### src/rtl/fmt1_pkg.sv
// Shared constants for the MSP430 format-I sequencer: opcodes, ALU function
// selects, addressing modes, address-source codes and the sequencer states.
package fmt1_pkg;

  localparam logic [3:0] OP_MOV  = 4'h4;
  localparam logic [3:0] OP_ADD  = 4'h5;
  localparam logic [3:0] OP_ADDC = 4'h6;
  localparam logic [3:0] OP_SUBC = 4'h7;
  localparam logic [3:0] OP_SUB  = 4'h8;
  localparam logic [3:0] OP_CMP  = 4'h9;
  localparam logic [3:0] OP_DADD = 4'hA;
  localparam logic [3:0] OP_BIT  = 4'hB;
  localparam logic [3:0] OP_BIC  = 4'hC;
  localparam logic [3:0] OP_BIS  = 4'hD;
  localparam logic [3:0] OP_XOR  = 4'hE;
  localparam logic [3:0] OP_AND  = 4'hF;

  // FS[3] inverts source, FS[2] selects arithmetic, FS[1:0] picks the logic op
  localparam logic [3:0] FS_AND  = 4'b0000;
  localparam logic [3:0] FS_OR   = 4'b0001;
  localparam logic [3:0] FS_XOR  = 4'b0010;
  localparam logic [3:0] FS_PASS = 4'b0011;
  localparam logic [3:0] FS_ADD  = 4'b0100;
  localparam logic [3:0] FS_ADDC = 4'b0101;
  localparam logic [3:0] FS_DADD = 4'b0110;
  localparam logic [3:0] FS_BIC  = 4'b1000;
  localparam logic [3:0] FS_SUB  = 4'b1100;
  localparam logic [3:0] FS_SUBC = 4'b1101;

  localparam logic [1:0] ADDR_PC    = 2'b00;
  localparam logic [1:0] ADDR_SRC_X = 2'b01;
  localparam logic [1:0] ADDR_SRC   = 2'b10;
  localparam logic [1:0] ADDR_DST_X = 2'b11;

  localparam logic [1:0] AS_REG = 2'b00;
  localparam logic [1:0] AS_IDX = 2'b01;
  localparam logic [1:0] AS_IND = 2'b10;
  localparam logic [1:0] AS_INC = 2'b11;
  localparam logic       AD_IDX = 1'b1;

  typedef enum logic [2:0] {
    S_IDLE, S_SRC_EXT, S_SRC_MEM, S_DST_EXT, S_DST_MEM, S_EXEC, S_WB_MEM
  } state_t;

  // R3 always, and R2 in the indirect modes, source constants instead of memory
  function automatic logic is_cg(input logic [3:0] rsrc, input logic [1:0] as_m);
    return (rsrc == 4'd3) || ((rsrc == 4'd2) && as_m[1]);
  endfunction

endpackage

### src/rtl/fmt1_op_decode.sv
// Format-I opcode decode: ALU function select plus writeback / SR-update flags.
module fmt1_op_decode
  import fmt1_pkg::*;
(
  input  logic [3:0] opcode,
  output logic [3:0] fs,
  output logic       writeback,
  output logic       sr_update,
  output logic       is_fmt1
);

  always_comb begin
    fs        = FS_AND;
    writeback = 1'b1;
    sr_update = 1'b1;
    is_fmt1   = 1'b1;
    case (opcode)
      OP_MOV:  begin fs = FS_PASS; sr_update = 1'b0; end
      OP_ADD:  fs = FS_ADD;
      OP_ADDC: fs = FS_ADDC;
      OP_SUBC: fs = FS_SUBC;
      OP_SUB:  fs = FS_SUB;
      OP_CMP:  begin fs = FS_SUB; writeback = 1'b0; end
      OP_DADD: fs = FS_DADD;
      OP_BIT:  begin fs = FS_AND; writeback = 1'b0; end
      OP_BIC:  begin fs = FS_BIC; sr_update = 1'b0; end
      OP_BIS:  begin fs = FS_OR;  sr_update = 1'b0; end
      OP_XOR:  fs = FS_XOR;
      OP_AND:  fs = FS_AND;
      default: begin writeback = 1'b0; sr_update = 1'b0; is_fmt1 = 1'b0; end
    endcase
  end

endmodule

### src/rtl/fmt1_sequencer.sv
// Multi-cycle control sequencer for MSP430 format-I instructions: operand
// fetch, one execute cycle and register/memory writeback.
module fmt1_sequencer
  import fmt1_pkg::*;
#(
  parameter int SIZE = 16
) (
  input  logic        clk,
  input  logic        rst_n,
  input  logic        ins_valid,
  input  logic [15:0] ins,
  output logic        ins_ready,
  output logic        ext_req,
  input  logic        ext_ack,
  output logic        mem_rd,
  output logic        mem_wr,
  input  logic        mem_ack,
  output logic [1:0]  addr_sel,
  output logic        cg_en,
  output logic        src_inc,
  output logic [3:0]  fs,
  output logic        bw,
  output logic        alu_en,
  output logic        rf_we,
  output logic [3:0]  rf_waddr,
  output logic        sr_we,
  output logic        fmt_other,
  output logic        done
);

  state_t      state, state_nxt, dst_nxt;
  logic [15:0] ins_q, cur;
  logic        accept, cg;
  logic [3:0]  opc, rsrc, rdst;
  logic        ad, bw_b;
  logic [1:0]  as_m;
  logic [3:0]  dec_fs;
  logic        dec_wb, dec_sr, dec_fmt1;

  // Decode the live word in the accept cycle so fs/bw/cg_en are valid there too
  assign accept = rst_n && (state == S_IDLE) && ins_valid;
  assign cur    = accept ? ins : ins_q;
  assign {opc, rsrc, ad, bw_b, as_m, rdst} = cur;
  assign cg      = is_cg(rsrc, as_m);
  assign dst_nxt = (ad == AD_IDX) ? S_DST_EXT : S_EXEC;

  fmt1_op_decode u_dec (
    .opcode    (opc),
    .fs        (dec_fs),
    .writeback (dec_wb),
    .sr_update (dec_sr),
    .is_fmt1   (dec_fmt1)
  );

  always_ff @(posedge clk) begin
    if (!rst_n) begin
      state <= S_IDLE;
      ins_q <= '0;
    end else begin
      state <= state_nxt;
      if (accept) ins_q <= ins;
    end
  end

  always_comb begin
    state_nxt = state;
    ins_ready = 1'b0;
    ext_req   = 1'b0;
    mem_rd    = 1'b0;
    mem_wr    = 1'b0;
    addr_sel  = ADDR_PC;
    cg_en     = 1'b0;
    src_inc   = 1'b0;
    fs        = 4'b0000;
    bw        = 1'b0;
    alu_en    = 1'b0;
    rf_we     = 1'b0;
    rf_waddr  = 4'd0;
    sr_we     = 1'b0;
    fmt_other = 1'b0;
    done      = 1'b0;
    // Everything stays quiet while reset is held
    if (rst_n) begin
      fs    = dec_fs;
      bw    = (SIZE > 8) ? bw_b : 1'b0;
      cg_en = dec_fmt1 && cg && (state != S_WB_MEM) && ((state != S_IDLE) || accept);
      case (state)
        S_IDLE: begin
          ins_ready = 1'b1;
          if (ins_valid) begin
            if (!dec_fmt1) fmt_other = 1'b1;
            else if (cg)   state_nxt = dst_nxt;
            else begin
              case (as_m)
                AS_REG:  state_nxt = dst_nxt;
                AS_IDX:  state_nxt = S_SRC_EXT;
                AS_IND:  state_nxt = S_SRC_MEM;
                default: state_nxt = (rsrc == 4'd0) ? S_SRC_EXT : S_SRC_MEM;
              endcase
            end
          end
        end
        S_SRC_EXT: begin
          ext_req = 1'b1;
          // Immediate has its operand in the extension word; indexed still needs a read
          if (ext_ack) state_nxt = (as_m == AS_INC) ? dst_nxt : S_SRC_MEM;
        end
        S_SRC_MEM: begin
          mem_rd   = 1'b1;
          addr_sel = (as_m == AS_IDX) ? ADDR_SRC_X : ADDR_SRC;
          if (mem_ack) begin
            src_inc   = (as_m == AS_INC);
            state_nxt = dst_nxt;
          end
        end
        S_DST_EXT: begin
          ext_req = 1'b1;
          if (ext_ack) state_nxt = S_DST_MEM;
        end
        S_DST_MEM: begin
          mem_rd   = 1'b1;
          addr_sel = ADDR_DST_X;
          if (mem_ack) state_nxt = S_EXEC;
        end
        S_EXEC: begin
          alu_en = 1'b1;
          sr_we  = dec_sr;
          if (dec_wb && (ad == AD_IDX)) state_nxt = S_WB_MEM;
          else begin
            rf_we     = dec_wb;
            rf_waddr  = dec_wb ? rdst : 4'd0;
            done      = 1'b1;
            state_nxt = S_IDLE;
          end
        end
        S_WB_MEM: begin
          mem_wr   = 1'b1;
          addr_sel = ADDR_DST_X;
          if (mem_ack) begin
            done      = 1'b1;
            state_nxt = S_IDLE;
          end
        end
        default: state_nxt = S_IDLE;
      endcase
    end
  end

endmodule

### config.mk
export PLATFORM = sky130hd
export DESIGN_NAME = fmt1_sequencer
export DESIGN_NICKNAME = d
export VERILOG_FILES = /design/src/rtl/fmt1_pkg.sv /design/src/rtl/fmt1_op_decode.sv /design/src/rtl/fmt1_sequencer.sv
export SDC_FILE = /design/constraint.sdc
export NUM_CORES = 1
export LEC_CHECK = 0
export CAP_MARGIN = 20
export CELL_PAD_IN_SITES_DETAIL_PLACEMENT = 1
export CELL_PAD_IN_SITES_GLOBAL_PLACEMENT = 1
export CORE_MARGIN = 2
export CORE_UTILIZATION = 32
export DETAILED_ROUTE_END_ITERATION = 6
export GPL_TIMING_DRIVEN = 1
export PLACE_DENSITY = 0.8
export SYNTH_ARGS = -nofsm -noshare
export SYNTH_HDL_FRONTEND = slang
export SYNTH_SLANG_ARGS = --single-unit
### constraint.sdc
create_clock -name clk -period 2.7 [get_ports clk]
set_input_delay 0.54 -clock clk [delete_from_list [all_inputs] [get_ports clk]]
set_output_delay 0.54 -clock clk [all_outputs]
set_load 0.1 [all_outputs]
; ---- After elaboration in Yosys (flattened, before gate mapping)
; Cells that the tools add are included.
; Widths: inputs -> output; s select.
[word_totals]
out_inout_bits = 22
input_bits = 21
reg_bits = 19
wordCells = 109
[op_classes]
mux = 55
eq_ne = 31
n_reduce_logical = 21
[ops]
columns = op, count
row1 = $pmux 4 s9, 1
row2 = $mux 3, 11
row3 = $eq 4x4->1 const B, 8
row4 = $mux 1, 30
row5 = $pmux 3 s7, 1
row6 = $mux 4, 5
row7 = $eq 4x3->1 const B, 4
row8 = $mux 16, 1
row9 = $ne 2x2->1 const B, 7
row10 = $reduce_or 12->1, 1
row11 = $reduce_or 10->1, 1
row12 = $eq 3x3->1 const B, 3
row13 = $pmux 3 s3, 1
row14 = $reduce_or 9->1, 1
row15 = $eq 4x2->1 const B, 2
row16 = $reduce_or 2->1, 4
row17 = $logic_and 1x1->1, 7
row18 = $reduce_and 7->1, 1
row19 = $eq 3x2->1 const B, 2
row20 = $mux 2, 3
row21 = $eq 2x2->1 const B, 2
row22 = $logic_not 4->1, 1
row23 = $pmux 2 s2, 1
row24 = $eq 3x1->1 const B, 1
row25 = 7 further kinds, 8

; ---- Depth between registers and ports, before layout
[logic_depth]
ltp_word = 11
mapped_depth = 8
depth_no_buf = 5

; ---- By module
; From an unflattened synthesis, not the netlist that was laid out.
[hier_totals]
hier_cells = 200
area_unflattened_um2 = 1391.3
[by_module_without_submodules]
columns = mod, seq_area_each_um2, area_per_inst_um2, n_inst, cells_per_inst
row1 = fmt1_sequencer, 380.4, 1255.0, 1, 180
row2 = fmt1_op_decode, 0.0, 136.4, 1, 20

; ---- Worst setup path before layout
; Ideal clock, no wire load.
[synth_timing]
kind = input to output
startpoint = in rst_n
endpoint = out src_inc
setup_slack_ns = -2.250
t_arrival_ns = 4.410
required_time_ns = 2.160
n_path_buf = 0
stages = 4
path_cell_list = nand3b_1 > nor2_1 > mux2i_1 > nor4b_1
[synth_via]
elab_chain_len = 7
[synth_rtl]
columns = element, line_no
row1 = "start, declared", fmt1_sequencer.sv:9  ; input logic rst_n,
row2 = $logic_and 1x1->1 (2 in series), fmt1_sequencer.sv:41  ; assign accept = rst_n && (state == S_IDLE) && ins_valid;
row3 = $mux 16, n/a
row4 = $eq 2x2->1, fmt1_sequencer.sv:112  ; src_inc = (as_m == AS_INC);
row5 = $mux 1, fmt1_sequencer.sv:111  ; if (mem_ack) begin
row6 = $mux 1, fmt1_sequencer.sv:87  ; case (state)
row7 = $mux 1 (*), fmt1_sequencer.sv:83  ; if (rst_n) begin
row8 = "end, declared", fmt1_sequencer.sv:20  ; output logic src_inc,
; Mark *: on every way between the ends. The rest lies on a longest branch, timed or not.

; ---- Worst setup path after layout
[layout_timing]
startpoint = reg state[1]
endpoint = out fs[3]
[layout_via]
elab_chain_len = 8
elab_cells_between_ends = 17
classes_between = eq/ne (10) / mux (3) / reduce/logical (4)
[layout_rtl]
columns = element, line_no
row1 = "start, declared", fmt1_sequencer.sv:31  ; state_t state, state_nxt, dst_nxt;
row2 = "start signal, assigned", fmt1_sequencer.sv:60  ; state <= state_nxt;
row3 = $logic_not 3->1 (*), fmt1_sequencer.sv:41
row4 = $logic_and 1x1->1 (*) (2 in series), fmt1_sequencer.sv:41
row5 = $mux 16 (*), n/a
row6 = $eq 4x4->1, fmt1_op_decode.sv:17  ; case (opcode)
row7 = $reduce_or 2->1 (no source line), n/a
row8 = $pmux 4 s9 (*), fmt1_op_decode.sv:17
row9 = $mux 4 (*), fmt1_sequencer.sv:83
row10 = "end, declared", fmt1_sequencer.sv:21  ; output logic [3:0] fs,
; Marks and branches as above.

==> results.yml <==
cts:
  clock_latency_ns: 0.27
  clockBufferDepth: 2
  clk_pin_slew_worst_paths_ns: 0.09
  root_buffer: "clkbuf_8"
  tritoncts: "done"
  numClockSinks: 19
  cts_max_level: 1
  cts_made_buffers: 3
outcome:
  violations: "setup timing"
  status: "complete, but fails checks"
sta:
  relSlewSlack_pct: 50.7
  finalCritPeriodShare_pct: 106
  setup_viol: 6
  rsz0062_at_grt: "yes"
  layout_min_cycle_time_ns: 2.87
  max_freq_mhz: 348
  finalHoldViolCount: 0
  final.setup.worst_slack_ns: -0.174
  whs_ns: 0.503
  slew_viol_final: 0
  worstMarginPinSlew_ns: 0.734
  finClkSkew_ns: 0.00883
finish:
  layout_common_cells: "38 x buf_4, 33 x nand2_1, 22 x buf_12"
  n_antenna_cell: 0
  area_growth_pct: 87.9
  layout-drive-gt1-share_pct: 40.2
  nFillCells: 464
  nNetsFinal: 293
  layout_commonest_cell: "buf_4"
  fin_cells: 321
global_routing:
  grt.total_usage_pct: 24.4
  overflow: 0
  antenna_found_initial: 0
  grt_max_degree: 21
  grt_pass1_vias: 1923
  grt_pass1_wl_mm: 9.53
die:
  die-area_um2: 4890
  io_pins: 43
  start_util_pct: 34.0
  die_w_um: 69.9
  num_rows: 23
  core_um2: 4090
  die_y_um: 69.9
logic_synthesis:
  yosysSeqAreaShare_pct: 27.4
  synth_compound_area_share_pct: 27.8
  synth_flop_cell: "dfxtp_1"
  synth_nets: 218
  syn_avg_cell_area_um2: 7.06
  synthesis.area_um2: 1390
  synth_seq_cells: 19
  yosysWarnings: 0
  yosys.area_share.simple_pct: 32.0
  synthCells: 197
  synthMuxAreaShare_pct: 7.02
  synth_xor_area_share_pct: 1.26
  synthTopCellsByArea: "dfxtp_1 27%, nand2_1 9.2%, a21oi_1 6.5%"
  synth_top_family_by_area: "simple AND/OR/NAND/NOR gates"
  synthAdderAreaFrac_pct: 0
  synth_top_area_share_pct: 27.4
  yosysUniqueCellTypes: 49
  synth_edf_count: 0
  synthArstFlopShare_pct: 0
  synth_top_area_cell: "dfxtp_1"
power:
  p_int_mw: 1.08
  power.total_mw: 2.29
  vdd_drop_max_mv: 0.413
  p_switching_mw: 1.21
  p_sw_share_pct: 52.8
  pwr-share-seq_pct: 17.3
  pwr_density_cell_nw_per_um2: 877
  comb_power_share_pct: 73.4
  power.leakage_nw: 0.987
  pwr-share-clk_pct: 9.3
critical_path:
  worstPathMaxFanout: 6
  crit_chain: "or2_1, or2_4, mux2_4, or4_4, a21oi_4, buf_12"
  worst-path-buf-inv: 1
  critPathTopFamily: "simple AND/OR/NAND/NOR gates"
  critical_path.endpoint_type: "output port"
  crit_slowest_cell: "or4_4"
  crit_path_start_kind: "flop"
  critical-path-max-stage-delay_ns: 0.54
  cp.arrival_ns: 2.33
  critPathKind: "reg -> out"
  cp.required_ns: 2.16
routing:
  drcViolationCount: 0
  routed_wl_mm: 6.91
  dr.pass1.iters: 4
  vias: 1914
  postRouteAntennaNets: 0
  drt-vias-per-instance: 5.96
  post_drt_wl_per_cell_um: 21.5
  drt_iter0_drc: 138
placement:
  placed_cells: 305
  place.gp.congestion: 0.852
  dp_slack_ns: -0.557
  dp_hpwl_mm: 3.93
  port_buffers: 42
worst_hold_path:
  hp-class: "reg -> reg"
job:
  drv_cap: 0
## power groups by stage
| stage | Sequential (mW) | Clock [mW] | Combinational (mW) |
|---|---|---|---|
| 2_1_floorplan | 0.388 | 0 | 0.976 |
| 4_1_cts | 0.381 | 0.213 | 1.57 |
| 3_3_place_gp | 0.383 | 0 | 1.45 |
| 3_5_place_dp | 0.387 | 0 | 1.48 |
| 5_1_grt | 0.401 | 0.230 | 1.76 |
| 6_report | 0.396 | 0.214 | 1.68 |
## kinds of logic after synthesis
| family | count (synthesis) |
|---|---|
| buf+inv | 14 |
| flops | 19 |
| xor+xnor | 2 |
| mux | 9 |
| simple gates | 95 |
| compound gates | 58 |
## synthesized netlist by cell type, types with 3 or more instances
master / instances
or3_1: 3
a21oi_1: 18
nand2_1: 34
nor2_1: 22
mux2i_1: 6
inv_1: 3
nand3_1: 8
o21ai_0: 10
o31a_1: 3
nor3_1: 8
o211ai_1: 5
dfxtp_1: 19
nand2b_1: 3
nor2b_1: 3
clkbuf_1: 7
## worst paths after layout
path	slack [ns]	start	end	cells after the start
worst max-delay path	-0.17	state[1]	fs[3]	6
worst min-delay path	0.50	ins_q[6]	ins_q[6]	2
worst max register to register	-0.02	state[1]	state[2]	16
worst min register to register	0.50	ins_q[6]	ins_q[6]	2
## per-layer routing
layer / wire, um / global-route usage (%)
met1: 2700 / 28.9
met2: 3550 / 42.9
met4: 343 / 10.9
met5: 0 / 0
met3: 311 / 4.33
## repair_timing
action                                  in CTS  in global routing
setup buffers                               12                  2
endpoints found under the setup margin      14                 13
pin swaps                                    8                 10
hold buffers                                 0                  0
gates resized for setup                     13                 17
## final cells by class
cell class                 instances  area, um2  area share, %
multi-input combinational        164       1180           45.2
timing repair buffer              81        930           35.6
sequential                        19        383           14.7
tap                               50       62.6           2.39
clock buffer                       3       41.3           1.58
inverter                           3       11.3          0.431
clock inverter                     1       5.00          0.192
## metrics by stage
step	area (um2)	utilization, %	TNS, ns
finish	2610	63.9	-0.472
global placement	2400	58.8	-3.73
CTS	2550	62.4	-0.228
global route	2610	63.9	-0.899
detailed placement	2400	58.8	-4.64
floorplan	1550	-	-1.74
## worst register-to-register path, delay by kind of cell (launching register included)
family,cells,cell delay (ns)
buffers and inverters,11,1.27
DFF,1,0.33
and+or+nand+nor,3,0.48
muxes,1,0.30
AOI/OAI and AO/OA,1,0.28
## flip-flops by register name, summed over array words and instances (netlist names)
signal  count
ins_q      16
state       3
Note: power is estimated with default switching activity, not from simulation.
